$ cat config.mk
export PLATFORM = sky130hd
export DESIGN_NAME = clk_div_bank
export DESIGN_NICKNAME = d
export VERILOG_FILES = /design/src/rtl/clk_div_bank.sv
export SDC_FILE = /design/constraint.sdc
export NUM_CORES = 1
export LEC_CHECK = 0
export BUFFER_PORTS_ARGS = -buffer_cell sky130_fd_sc_hd__buf_4
export CELL_PAD_IN_SITES_DETAIL_PLACEMENT = 0
export CELL_PAD_IN_SITES_GLOBAL_PLACEMENT = 2
export CORE_ASPECT_RATIO = 1.1
export CORE_UTILIZATION = 39
export CTS_CLUSTER_DIAMETER = 30
export DETAILED_ROUTE_END_ITERATION = 8
export PLACE_DENSITY_LB_ADDON = 0.05
export SYNTH_ARGS = -nofsm -noshare
export SYNTH_HDL_FRONTEND = slang
export SYNTH_SLANG_ARGS = --single-unit
$ cat constraint.sdc
create_clock -name clk -period 3.4 [get_ports clk]
set_input_delay 0.17 -clock clk [delete_from_list [all_inputs] [get_ports clk]]
set_output_delay 0.17 -clock clk [all_outputs]
set_load 0.005 [all_outputs]
$ cat src/rtl/clk_div_bank.sv
// Purpose: programmable clock-divider bank; a shared prescaler feeds N_CH channels of period 2^k base periods.
// Latency: update rise -> pending_o one clk later; new exponent takes effect at the channel's next clk_out rise.
// Backpressure: none; a capture while pending overwrites the held exponent (last value wins).
//
// Ports:
//   clk, rst     reference clock, asynchronous active-high reset
//   update_i     per-channel update request (level; the rising edge captures)
//   prog_in_i    requested exponent, channel i at [i*PROG_W +: PROG_W]
//   clk_base_o   prescaled base clock, 50% duty, period 2*BASE_HALF_COUNT clk
//   clk_out_o    channel clocks, 50% duty, period 2^k base periods
//   prog_out_o   exponent currently in effect per channel
//   pending_o    captured exponent waiting for the channel's next rising edge
module clk_div_bank #(
    parameter int BASE_HALF_COUNT = 5000000,
    parameter int N_CH            = 2,
    parameter int PROG_W          = 3,
    parameter int PROG_RST        = 0
) (
    input  logic                   clk,
    input  logic                   rst,
    input  logic [N_CH-1:0]        update_i,
    input  logic [N_CH*PROG_W-1:0] prog_in_i,
    output logic                   clk_base_o,
    output logic [N_CH-1:0]        clk_out_o,
    output logic [N_CH*PROG_W-1:0] prog_out_o,
    output logic [N_CH-1:0]        pending_o
);

    localparam int PCW = (BASE_HALF_COUNT > 1) ? $clog2(BASE_HALF_COUNT) : 1;
    // Half-period counter must reach 2^(2^PROG_W-1)-1 for the largest exponent.
    localparam int CW  = (1 << PROG_W) - 1;
    localparam logic [PCW-1:0]    PRE_TC  = PCW'(BASE_HALF_COUNT - 1);
    localparam logic [PROG_W-1:0] PROG_RV = PROG_W'(PROG_RST);

    logic [PCW-1:0]  pre_cnt_q, pre_cnt_d;
    logic            clk_base_q, clk_base_d;
    logic            half_tick;
    logic [N_CH-1:0] update_q;
    logic [N_CH-1:0] rise;

    always_comb begin
        half_tick  = (pre_cnt_q == PRE_TC);
        pre_cnt_d  = half_tick ? '0 : pre_cnt_q + PCW'(1);
        clk_base_d = clk_base_q ^ half_tick;
        rise       = update_i & ~update_q;
    end

    always_ff @(posedge clk or posedge rst) begin
        if (rst) begin
            pre_cnt_q  <= '0;
            clk_base_q <= 1'b0;
            update_q   <= '0;
        end else begin
            pre_cnt_q  <= pre_cnt_d;
            clk_base_q <= clk_base_d;
            update_q   <= update_i;
        end
    end

    assign clk_base_o = clk_base_q;

    for (genvar i = 0; i < N_CH; i++) begin : g_ch
        logic [CW-1:0]     cnt_q, cnt_d;
        logic [CW-1:0]     term;
        logic              out_q, out_d;
        logic              pend_q, pend_d;
        logic [PROG_W-1:0] prog_q, prog_d;
        logic [PROG_W-1:0] pval_q, pval_d;

        always_comb begin
            cnt_d  = cnt_q;
            out_d  = out_q;
            pend_d = pend_q;
            prog_d = prog_q;
            pval_d = pval_q;
            // 2^k-1 built by shifting an all-ones mask, so no wider intermediate is needed.
            term   = {CW{1'b1}} >> (CW - int'(prog_q));

            if (half_tick) begin
                if (cnt_q == term) begin
                    cnt_d = '0;
                    out_d = ~out_q;
                    // Switching only on a 0->1 toggle keeps every phase at least
                    // min(old,new) half-periods long; the counter is already zero here.
                    if (!out_q && pend_q) begin
                        prog_d = pval_q;
                        pend_d = 1'b0;
                    end
                end else begin
                    cnt_d = cnt_q + CW'(1);
                end
            end

            // Placed after the apply so a same-cycle capture re-arms pending
            // while the apply above still used the older held value.
            if (rise[i]) begin
                pval_d = prog_in_i[i*PROG_W +: PROG_W];
                pend_d = 1'b1;
            end
        end

        always_ff @(posedge clk or posedge rst) begin
            if (rst) begin
                cnt_q  <= '0;
                out_q  <= 1'b0;
                pend_q <= 1'b0;
                prog_q <= PROG_RV;
                pval_q <= PROG_RV;
            end else begin
                cnt_q  <= cnt_d;
                out_q  <= out_d;
                pend_q <= pend_d;
                prog_q <= prog_d;
                pval_q <= pval_d;
            end
        end

        assign clk_out_o[i]                    = out_q;
        assign pending_o[i]                    = pend_q;
        assign prog_out_o[i*PROG_W +: PROG_W]  = prog_q;
    end

endmodule

Word level (Yosys, flattened, before mapping)

Index checks and enable logic that the tools add are counted.

Equality and inequality tests: 3
Bitwise operators: 5
Mux-type cells: 11
Shift-type cells: 2
Reduce and logical (&&, ||, !) cells: 16
Add/subtract/negate cells: 5

Operator list:

| cell                                                                | count |
|---|---|
| 7-bit by 32-bit right shift with 7-bit output, first input constant | 2 |
| 23-bit by 1-bit adder with 23-bit output, second input constant     | 1 |
| 23-bit == test, second input constant                               | 1 |
| 23-bit 2-to-1 mux                                                   | 1 |
| 7-bit by 1-bit adder with 7-bit output, second input constant       | 2 |
| 7-bit == test                                                       | 2 |
| 7-bit 2-to-1 mux                                                    | 2 |
| 3-bit AND reduction                                                 | 4 |
| 2-bit nonzero test                                                  | 6 |
| 1-bit 2-to-1 mux                                                    | 8 |
| 3-bit by 3-bit subtractor with 4-bit output, first input constant   | 2 |
| 2-bit AND reduction                                                 | 2 |
| 2-bit bitwise AND                                                   | 1 |
| 1-bit logical AND                                                   | 2 |
| 1-bit zero test                                                     | 2 |
| 1-bit NOT                                                           | 2 |
| 2-bit NOT                                                           | 1 |
| 1-bit XOR                                                           | 1 |

Input bits: 10
Bits in registers: 56
Output and inout port bits: 11
Logic and storage cells: 55

Logic depth before layout (Yosys ltp)

Gate-level depths: netlist (run 1).

Depth in word-level cells: 6
Mapped depth: 8
Mapped depth without buffers: 6

Worst setup path before layout (run 1)

Ideal clock, no wire load.

Path type: register to register
Start point: reg pre_cnt_q[0]
End point: reg g_ch[0].prog_q[0]
Path buffers: 0
Cell stages (with the launch flop): 7
Data arrival time: 2489 ps
Library setup time: 125 ps
Period minus slack after synthesis: 2614 ps
Path slack: 786 ps
Cell sequence: dfrtp_1 -> ha_1 -> nand2_1 -> or4_4 -> or4b_1 -> or4_4 -> mux2_4

Longest elaborated chain between the ends: 2

RTL lines:

| item                          | RTL line | source |
|---|---|---|
| from (decl)                   | 35       | `logic [PCW-1:0] pre_cnt_q, pre_cnt_d;` |
| from (signal assigned)        | 54       | `pre_cnt_q <= pre_cnt_d;` |
| 23-bit == test                | 42       | `half_tick = (pre_cnt_q == PRE_TC);` |
| 3-bit AND reduction (no line) | --       |  |
| to (signal assigned)          | 113      | `prog_q <= prog_d;` |
| to (decl)                     | 67       | `logic [PROG_W-1:0] prog_q, prog_d;` |

No other way between the ends.
A chain may end at the register's enable or synchronous reset.

Final worst setup path (run 1)

Start point: reg pre_cnt_q[0]
End point: reg g_ch[0].prog_q[2]

The elaborated chain is that of the path after synthesis.

==> flow_summary.toml, run 1 <==
[clock_tree]
cts_made_buffers = 5
holdBufCountCts = 2
cts_tree = "yes"
clockRootBuffer = "clkbuf_8"
htree_levels = 2
cts.clk_slew.worst_paths_ps = 110
cts.repair.resized = 0
clock_latency_ps = 320
cts_setup_buffers = 0
cts_num_sinks = 56
cts_buffer_depth = 2

[power_and_ir_drop]
clock_power_share = 0.355
powerDensity_mw_per_mm2 = 346
p_int_mw = 0.852
seqPwrFrac = 0.612
switching_share = 0.237
p_sw_mw = 0.265
p_total_mw = 1.12
p_leak_nw = 1.37
p_comb_frac = 0.033
ir_drop_uv = 141

[route]
routed-wl-met3_um = 108
ant_nets = 0
num_vias = 2157
routed-wl-met2_mm = 2.86
routed_via_density = 5.50
wl_per_cell_um = 15.0
drt_first_pass_iters = 4
top_layer = "met4"
drtIter0Drc = 122
drc = 0
met1_length_mm = 2.85
drt_wl_total_mm = 5.87

[layout]
fin_area_mm2 = 0.00322
insertedDiodeCount = 0
fin_nets = 319
fin_cells = 392
utilization = 0.455
fillers = 688
drive_gt1_frac = 0.179
syn2layout_area_growth_pct = 11.6

[place]
numPlacedInstances = 382
detailed_place_hpwl_mm = 4.15
port_buffers = 20
dpl-instance-area_mm2 = 0.00311
routabilityCongestion = 0.731
post-place-ws_ps = 655

[min_path]
min_path_type = "input port to async pin"

[critical_path]
critPathTopFamily = "simple AND/OR/NAND/NOR gates"
crit_chain = "ha_1 -> nand2_1 -> or4_4 -> or4b_1 -> or4_4 -> mux2_4"
cp.arrival_ps = 2960
cpPeakStageDelay_ps = 560
setup.worst_path.class = "register to register"
path_max_fanout = 6
end_kind = "register"
slowest_stage = "or4_4"
cp.required_ps = 3600
worst_setup_path_start_kind = "register"
critPathMostFrequentCell = "or4_4"
crit_buf_inv = 0

[synthesis]
synth_top_cells_by_area = "dfrtp_1 (49%), xnor2_1 (3.9%), mux2_2 (3.9%)"
synth_fp_nets = 300
syn_inst = 287
synth_top_cell_area_share = 0.485
synthArstFlopShare = 1.00
postSynthAreaPerCell_um2 = 10.1
syn_area_mm2 = 0.00289
yosysTopAreaCell = "dfrtp_1"
dominantRegCellSynth = "dfrtp_1"
synth_cell_types = 53
ys_ff_latch = 56
synth_seq_area_share = 0.485
synth_warnings = 0
synth_edf_count = 0

[timing]
whs_ps = 76.8
finalCritPeriodShare = 0.812
worst_slew_pin_slew_ps = 974
maxSlewViolCount = 0
rsz0062_at_grt = "false"
finalHoldViolations = 0
tns_ps = 0
fin_skew_ps = 12.4
slew_headroom = 0.350
period_needed_ps = 2760
finalSetupViolCount = 0
fmax_mhz = 362
fin_ws_ps = 641

[grt]
grt_max_degree = 47
antenna_found_initial = 0
grt_first_pass_wirelength_mm = 10.3
grt_pass1_vias = 2150
grt_overflow = 0
track_usage = 0.168

[floorplanning]
start_util = 0.407
die_y_um = 92.3
num_rows = 32
core_area_mm2 = 0.00709
io_pins = 21
die_w_um = 84.0
die_area_mm2 = 0.00775

[run]
max_cap_viol_count = 0

[outcome]
status = "completed"
## path summary, 6_finish.rpt
kind                                     endpoint    startpoint  slack, ps  depth (start not counted)
worst max-delay path            g_ch[0].prog_q[2]  pre_cnt_q[0]        640                          6
worst min-delay path            g_ch[1].pval_q[1]           rst         80                          2
worst max register to register  g_ch[0].prog_q[2]  pre_cnt_q[0]        640                          6
worst min register to register         clk_base_o    clk_base_o        490                          1
max in group asynchronous           g_ch[0].out_q           rst       2600                          3
min in group clk                g_ch[1].pval_q[2]  prog_in_i[5]         80                          2
## power by group through the flow
stage	Sequential (mW)	Combinational, mW	Clock, mW
after floorplan	0.694	0.0224	0
after global placement	0.696	0.0365	0
after detailed placement	0.696	0.0371	0
after CTS	0.683	0.0390	0.420
after global routing	0.685	0.0432	0.438
final	0.683	0.0372	0.396
## cell families (layout without fill, tap and decap cells)
group                    count (synthesis)  in the layout  synth area share
AND/OR/NAND/NOR                        124            124             0.234
flip-flops                              56             56             0.485
AO/OA/AOI/OAI                           44             44             0.103
XOR/XNOR                                24             24            0.0728
buffers and inverters                   22             42            0.0342
multiplexers                            14             14            0.0581
adder cells (fa/ha/maj)                  3              3            0.0130
## cells in the mapped netlist, drive strengths merged, types with 5 or more instances
cell    number
xor2        11
nor3         8
or4          6
o21ai       15
xnor2       13
inv          8
nand3       18
nand4        7
o31ai        5
dfrtp       56
buf          7
mux2        13
nand2       28
clkbuf       7
nor2        25
## per-layer routing
layer | vias to the layer above | global-route usage
li1 | 1071 | -
met1 | 1064 | 0.234
met2 | 20 | 0.273
met3 | 2 | 0.0270
met4 | 0 | 0.0474
met5 | - | 0
## layout make-up
type / count / area, um^2 / share of cell area
clock inverters: 3 / 28.8 / 0.00893
multi-input cells: 209 / 1390 / 0.431
well taps: 85 / 106 / 0.0330
flip-flops and latches: 56 / 1400 / 0.435
clock buffers: 5 / 68.8 / 0.0214
inverters: 8 / 30.0 / 0.00932
repair buffers: 26 / 200 / 0.0621
## sequential cells by signal, indices dropped and copies added (netlist names)
name         count
pre_cnt_q       23
g_ch.cnt_q      14
g_ch.prog_q      6
g_ch.pval_q      6
g_ch.out_q       2
g_ch.pend_q      2
update_q         2
clk_base_o       1
## placed cells by master, fill, tap and decap left out, drive strengths merged, types with 3 or more instances in the layout
cell type  Yosys  routed
clkbuf         7       5
buf            7      24
or2            3       3
o21ai         15      15
inv            8      11
nor2          25      25
or4            6       6
ha             3       3
nand2b         3       3
and4           3       3
xnor2         13      13
nor3           8       8
or3            4       4
nand3         18      18
xor2          11      11
nand2         28      28
mux2          13      13
a21oi          4       4
nand4          7       7
nor4           3       3
dfrtp         56      56
o2111ai        3       3
o31ai          5       5
nor4b          4       4
o211ai         4       4
(Power assumes the default switching activity.)
==> inputs of run 2 (changes only) <==
==> constraint.sdc (replaced) <==
create_clock -name clk -period 2.8 [get_ports clk]
set_input_delay 0.14 -clock clk [delete_from_list [all_inputs] [get_ports clk]]
set_output_delay 0.14 -clock clk [all_outputs]
set_load 0.005 [all_outputs]
==> run 2 against run 1 <==
  * Final cell count up 2.0%
  * Sequential cell count did not move
  * Clock power increased by 14%
  * Highest routed layer unchanged
  * Global-route usage grew 0.37 points
  * Total power up 19%
  * Largest cell class unchanged
  * Non-clock buffer count up 8
  * Utilization rose by 0.79 points
  * First-iteration DRC count is 29% lower
  * Via count increased by 2.2%
  * Register-to-register slack got worse by 520 ps
  * Sequential share of layout area down 0.75 points
  * Largest power group unchanged
==> flow_summary.toml, run 2 (synthesis results as in run 1) <==
[place]
dpl-instance-area_mm2 = 0.00316
port_buffers = 20
routabilityCongestion = 0.773
detailed_place_hpwl_mm = 4.36

[power_and_ir_drop]
p_leak_nw = 1.41
ir_drop_uv = 195
powerDensity_mw_per_mm2 = 405

[run]
max_cap_viol_count = 0

[timing]
finalHoldViolations = 0
finalCritPeriodShare = 0.958
worst_slew_pin_slew_ps = 561
maxSlewViolCount = 0
slew_headroom = 0.625
finalSetupViolCount = 0
fin_skew_ps = 6.65
period_needed_ps = 2680
tns_ps = 0
fmax_mhz = 373
rsz0062_at_grt = "false"

[critical_path]
worst_setup_path_start_kind = "register"
reg2reg_from = "pre_cnt_q[0]"
end_kind = "register"
r2r_cells = 6
cp-startpoint = "pre_cnt_q[0]"
cp.arrival_ps = 2890
crit_chain = "ha_1 -> nand2_1 -> or4_4 -> or4b_1 -> or4_4 -> mux2_4"
critPathMostFrequentCell = "or4_4"
endpoint = "g_ch[0].prog_q[2]"
path_max_fanout = 6
slowest_stage = "or4b_1"
cpPeakStageDelay_ps = 550
r2r_end = "g_ch[0].prog_q[2]"
setup.worst_path.class = "register to register"
reg2reg_slack_ps = 120
cp.required_ps = 3000

[grt]
busiest_layer = "met2"
grtUsageMet3 = 0.0306
grt_pass1_vias = 2086
grt_overflow = 0
grt_max_degree = 44
antenna_found_initial = 0
track_usage = 0.172
use_met1 = 0.235
use_met2 = 0.276
grt_first_pass_wirelength_mm = 10.4

[layout]
fin_area_mm2 = 0.00328
final_cell_mix = "dfrtp_1 (56), buf_4 (31), nand2_1 (27)"
drive_gt1_frac = 0.197
insertedDiodeCount = 0
syn2layout_area_growth_pct = 13.6
reg_top3 = "pre_cnt_q: 23 flops, g_ch.cnt_q: 14 flops"
mostFrequentLayoutCell = "dfrtp_1"
largest-register = "pre_cnt_q"
largest_register_ffs = 23
fin_nets = 327

[floorplanning]
num_rows = 32
io_pins = 21
start_util = 0.407
die_w_um = 84.0
core_area_mm2 = 0.00709
die_area_mm2 = 0.00775
die_y_um = 92.3

[clock_tree]
cts.clk_slew.worst_paths_ps = 100
cts_tree = "yes"
cts_buffer_depth = 2
cts_num_sinks = 56
cts_made_buffers = 5
clockRootBuffer = "clkbuf_8"
clock_latency_ps = 310
htree_levels = 2

[route]
drt_wl_total_mm = 6.01
num_vias = 2205
drc = 0
wl_per_cell_um = 15.0
routed_via_density = 5.51
drt_first_pass_iters = 4
ant_nets = 0
drtIter0Drc = 87

[outcome]
status = "completed"

[min_path]
min_path_type = "input port to register"
[run 2: cell types whose count changed in the layout (fill, tap and decap cells not counted), sizes merged]
cell and change:
buf +7, clkinv +2, inv -2, dlygate4sd3 +1
[run 2: where the power goes]
part | total, mW | switching, mW | internal (mW)
combinational | 0.0464 | 0.0231 | 0.0232
sequential | 0.829 | 0.00711 | 0.822
clock | 0.451 | 0.271 | 0.180
total | 1.33 | 0.302 | 1.03
[run 2: area by class of cell]
cell class | instances | area [um^2]
Fill cell | 682 | 3810
Sequential cell | 56 | 1400
Multi-Input combinational cell | 209 | 1390
Timing Repair Buffer | 34 | 263
Tap cell | 85 | 106
Clock buffer | 5 | 68.8
Inverter | 8 | 30.0
Clock inverter | 3 | 22.5
[run 2: worst max-delay path, delay by kind of cell, from the launching register on]
family | cells | cell delay [ps]
fa+ha+maj | 1 | 190
flops | 1 | 430
mux | 1 | 310
simple gates | 4 | 1630
[run 2: repair_timing]
action	CTS	global route
hold endpoints to repair	15	0
buffers inserted	0	0
hold buffers	3	0
gates resized for setup	0	0
[run 2: worst min-delay path by stage]
stage                              endpoint  slack, ps  cells after the start         start
final                     g_ch[1].pval_q[0]         50                      2  prog_in_i[3]
after detailed placement      g_ch[1].out_q        100                      2           rst
after global routing      g_ch[1].pval_q[0]         30                      2  prog_in_i[3]
after global placement        g_ch[1].out_q        100                      2           rst
after CTS                 g_ch[1].pval_q[0]         40                      2  prog_in_i[3]
after floorplan                 update_q[0]        170                      0   update_i[0]
[run 2: layer usage]
| metal | wire length [um] | part of all wire | up-vias |
|---|---|---|---|
| met5 | 0 | 0 | - |
| met4 | 76 | 0.013 | 0 |
| met3 | 125 | 0.021 | 6 |
| met2 | 2850 | 0.47 | 23 |
| met1 | 2960 | 0.49 | 1084 |
| li1 | - | - | 1092 |
[run 2: metrics by stage]
stage	power (mW)	hold slack [ps]	worst slack, ps	cells	utilization
after floorplan	0.870	171	186	287	-
after global placement	0.889	104	166	389	0.446
after detailed placement	0.890	103	128	389	0.446
after CTS	1.35	40.6	109	400	0.463
after global routing	1.39	33.2	0.884	400	0.463
final	1.33	48.8	118	400	0.463
==> inputs of run 3 (changes only) <==
--- a/config.mk
+++ b/config.mk
@@ -8,7 +8,6 @@
 export BUFFER_PORTS_ARGS = -buffer_cell sky130_fd_sc_hd__buf_4
 export CELL_PAD_IN_SITES_DETAIL_PLACEMENT = 0
 export CELL_PAD_IN_SITES_GLOBAL_PLACEMENT = 2
-export CORE_ASPECT_RATIO = 1.1
 export CORE_UTILIZATION = 39
 export CTS_CLUSTER_DIAMETER = 30
 export DETAILED_ROUTE_END_ITERATION = 8
==> run 3 against run 2 <==
  * Critical endpoint unchanged
  * Sequential power is essentially flat
  * Fmax grew 0.77%
  * Global-route usage shrank 0.070 points
  * Die area is essentially flat
  * Via count shrank 1.5%
  * Register-to-register slack gained 20 ps
  * Critical path depth is the same
  * Design area grew 0.57%
  * Clock skew is essentially flat
  * Final cell count grew 3.8%
  * Largest power group unchanged
  * Highest routed layer unchanged
  * Non-clock buffer count grew 2
==> flow_summary.toml, run 3 (synthesis results as in run 1) <==
[grt]
grt_first_pass_wirelength_mm = 10.4
grt_pass1_vias = 2133
grt_max_degree = 24
grt_overflow = 0
track_usage = 0.171
antenna_found_initial = 0

[layout]
insertedDiodeCount = 0
largest_register_ffs = 23
reg_top3 = "pre_cnt_q: 23 flops, g_ch.cnt_q: 14 flops"
fin_area_mm2 = 0.00330
fin_cells = 415
drive_gt1_frac = 0.196
fin_nets = 329
mostFrequentLayoutCell = "dfrtp_1"
largest-register = "pre_cnt_q"
syn2layout_area_growth_pct = 14.2
final_cell_mix = "dfrtp_1 (56), buf_4 (33), nand2_1 (27)"

[clock_tree]
cts_num_sinks = 56
clock_latency_ps = 300
cts_setup_buffers = 0
cts_buffer_depth = 2
cts_made_buffers = 5
clockRootBuffer = "clkbuf_8"
cts_tree = "yes"
htree_levels = 2
cts.clk_slew.worst_paths_ps = 100

[timing]
finalHoldViolations = 0
whs_ps = 67.5
fmax_mhz = 376
period_needed_ps = 2660
finalSetupViolCount = 0
finalCritPeriodShare = 0.950
slew_headroom = 0.628
rsz0062_at_grt = "false"
tns_ps = 0
maxSlewViolCount = 0
fin_skew_ps = 6.17
worst_slew_pin_slew_ps = 556

[critical_path]
slowest_stage = "or4_4"
cpPeakStageDelay_ps = 550
end_kind = "register"
worst_setup_path_start_kind = "register"
cp.required_ps = 2990
cp.arrival_ps = 2850
setup.worst_path.class = "register to register"
crit_chain = "ha_1 -> nand2_1 -> or4_4 -> or4b_1 -> or4_4 -> mux2_4"
critPathMostFrequentCell = "or4_4"
path_max_fanout = 6

[power_and_ir_drop]
p_comb_frac = 0.037
p_int_mw = 1.02
clock_power_share = 0.323
p_leak_nw = 1.42
p_sw_mw = 0.277
p_total_mw = 1.29
ir_drop_uv = 203
seqPwrFrac = 0.641
powerDensity_mw_per_mm2 = 392
switching_share = 0.214

[route]
routed_via_density = 5.24
num_vias = 2173
wl_per_cell_um = 14.4
drt_first_pass_iters = 4
ant_nets = 0
drt_wl_total_mm = 5.98
drc = 0
drtIter0Drc = 60

[place]
port_buffers = 20
dpl-instance-area_mm2 = 0.00319
detailed_place_hpwl_mm = 4.44
routabilityCongestion = 0.763
numPlacedInstances = 405

[floorplanning]
die_area_mm2 = 0.00775
die_y_um = 88.1
io_pins = 21
start_util = 0.400
num_rows = 31
die_w_um = 88.1
core_area_mm2 = 0.00721

[run]
max_cap_viol_count = 0

[outcome]
status = "completed"

[min_path]
min_path_type = "input port to register"
-- run 3: changes by cell type in the layout (fill, tap and decap cells not counted) --
cell / change
clkinv_4: -1
buf_4: +2
clkbuf_1: +1
inv_6: -1
-- run 3: final timing paths --
check                             start                end  slack (ps)  cells after the start
hold reg to reg              clk_base_o         clk_base_o         490                      1
max in group asynchronous           rst   g_ch[0].cnt_q[0]        1840                      4
min in group asynchronous           rst       pre_cnt_q[5]         350                      3
setup / recovery           pre_cnt_q[0]  g_ch[0].prog_q[2]         140                      6
setup reg to reg           pre_cnt_q[0]  g_ch[0].prog_q[2]         140                      6
hold / removal             prog_in_i[2]  g_ch[0].pval_q[2]          70                      2
-- run 3: final cells by class --
cell class              instances  area [um^2]
fillers                       724         3920
clock buffers                   6         72.6
well taps                      99          124
multi-input cells             209         1390
flip-flops and latches         56         1400
clock inverters                 1         5.00
repair buffers                 36          278
inverters                       8         30.0
-- run 3: per-layer routing --
| metal | routed length (um) | GRT usage |
|---|---|---|
| met5 | 0 | 0 |
| met4 | 35 | 0.0396 |
| met3 | 103 | 0.0283 |
| met2 | 2850 | 0.281 |
| met1 | 2990 | 0.238 |
-- run 3: worst max-delay path, delay by kind of cell (launching register included) --
family / cells / cell delay (ps)
fa+ha+maj: 1 / 190
flops: 1 / 430
mux: 1 / 310
simple gates: 4 / 1630
-- run 3: repair_timing --
| action | CTS | global route |
|---|---|---|
| endpoints found under the setup margin | 0 | 0 |
| gates resized for setup | 0 | 0 |
| endpoints found under the hold margin | 15 | 0 |
| hold buffers | 3 | 0 |
-- run 3: power groups by stage --
| stage | Sequential, mW | Combinational [mW] | Clock [mW] |
|---|---|---|---|
| detailed placement | 0.846 | 0.0463 | 0 |
| CTS | 0.830 | 0.0496 | 0.440 |
| floorplan | 0.843 | 0.0273 | 0 |
| finish | 0.829 | 0.0476 | 0.418 |
| global route | 0.831 | 0.0539 | 0.467 |
| global placement | 0.846 | 0.0456 | 0 |
-- run 3: metrics by stage --
step            util  worst slack, ps
2_1_floorplan      -              186
3_3_place_gp   0.442              169
3_5_place_dp   0.442              146
4_1_cts        0.457              123
5_1_grt        0.457             5.40
6_report       0.457              139
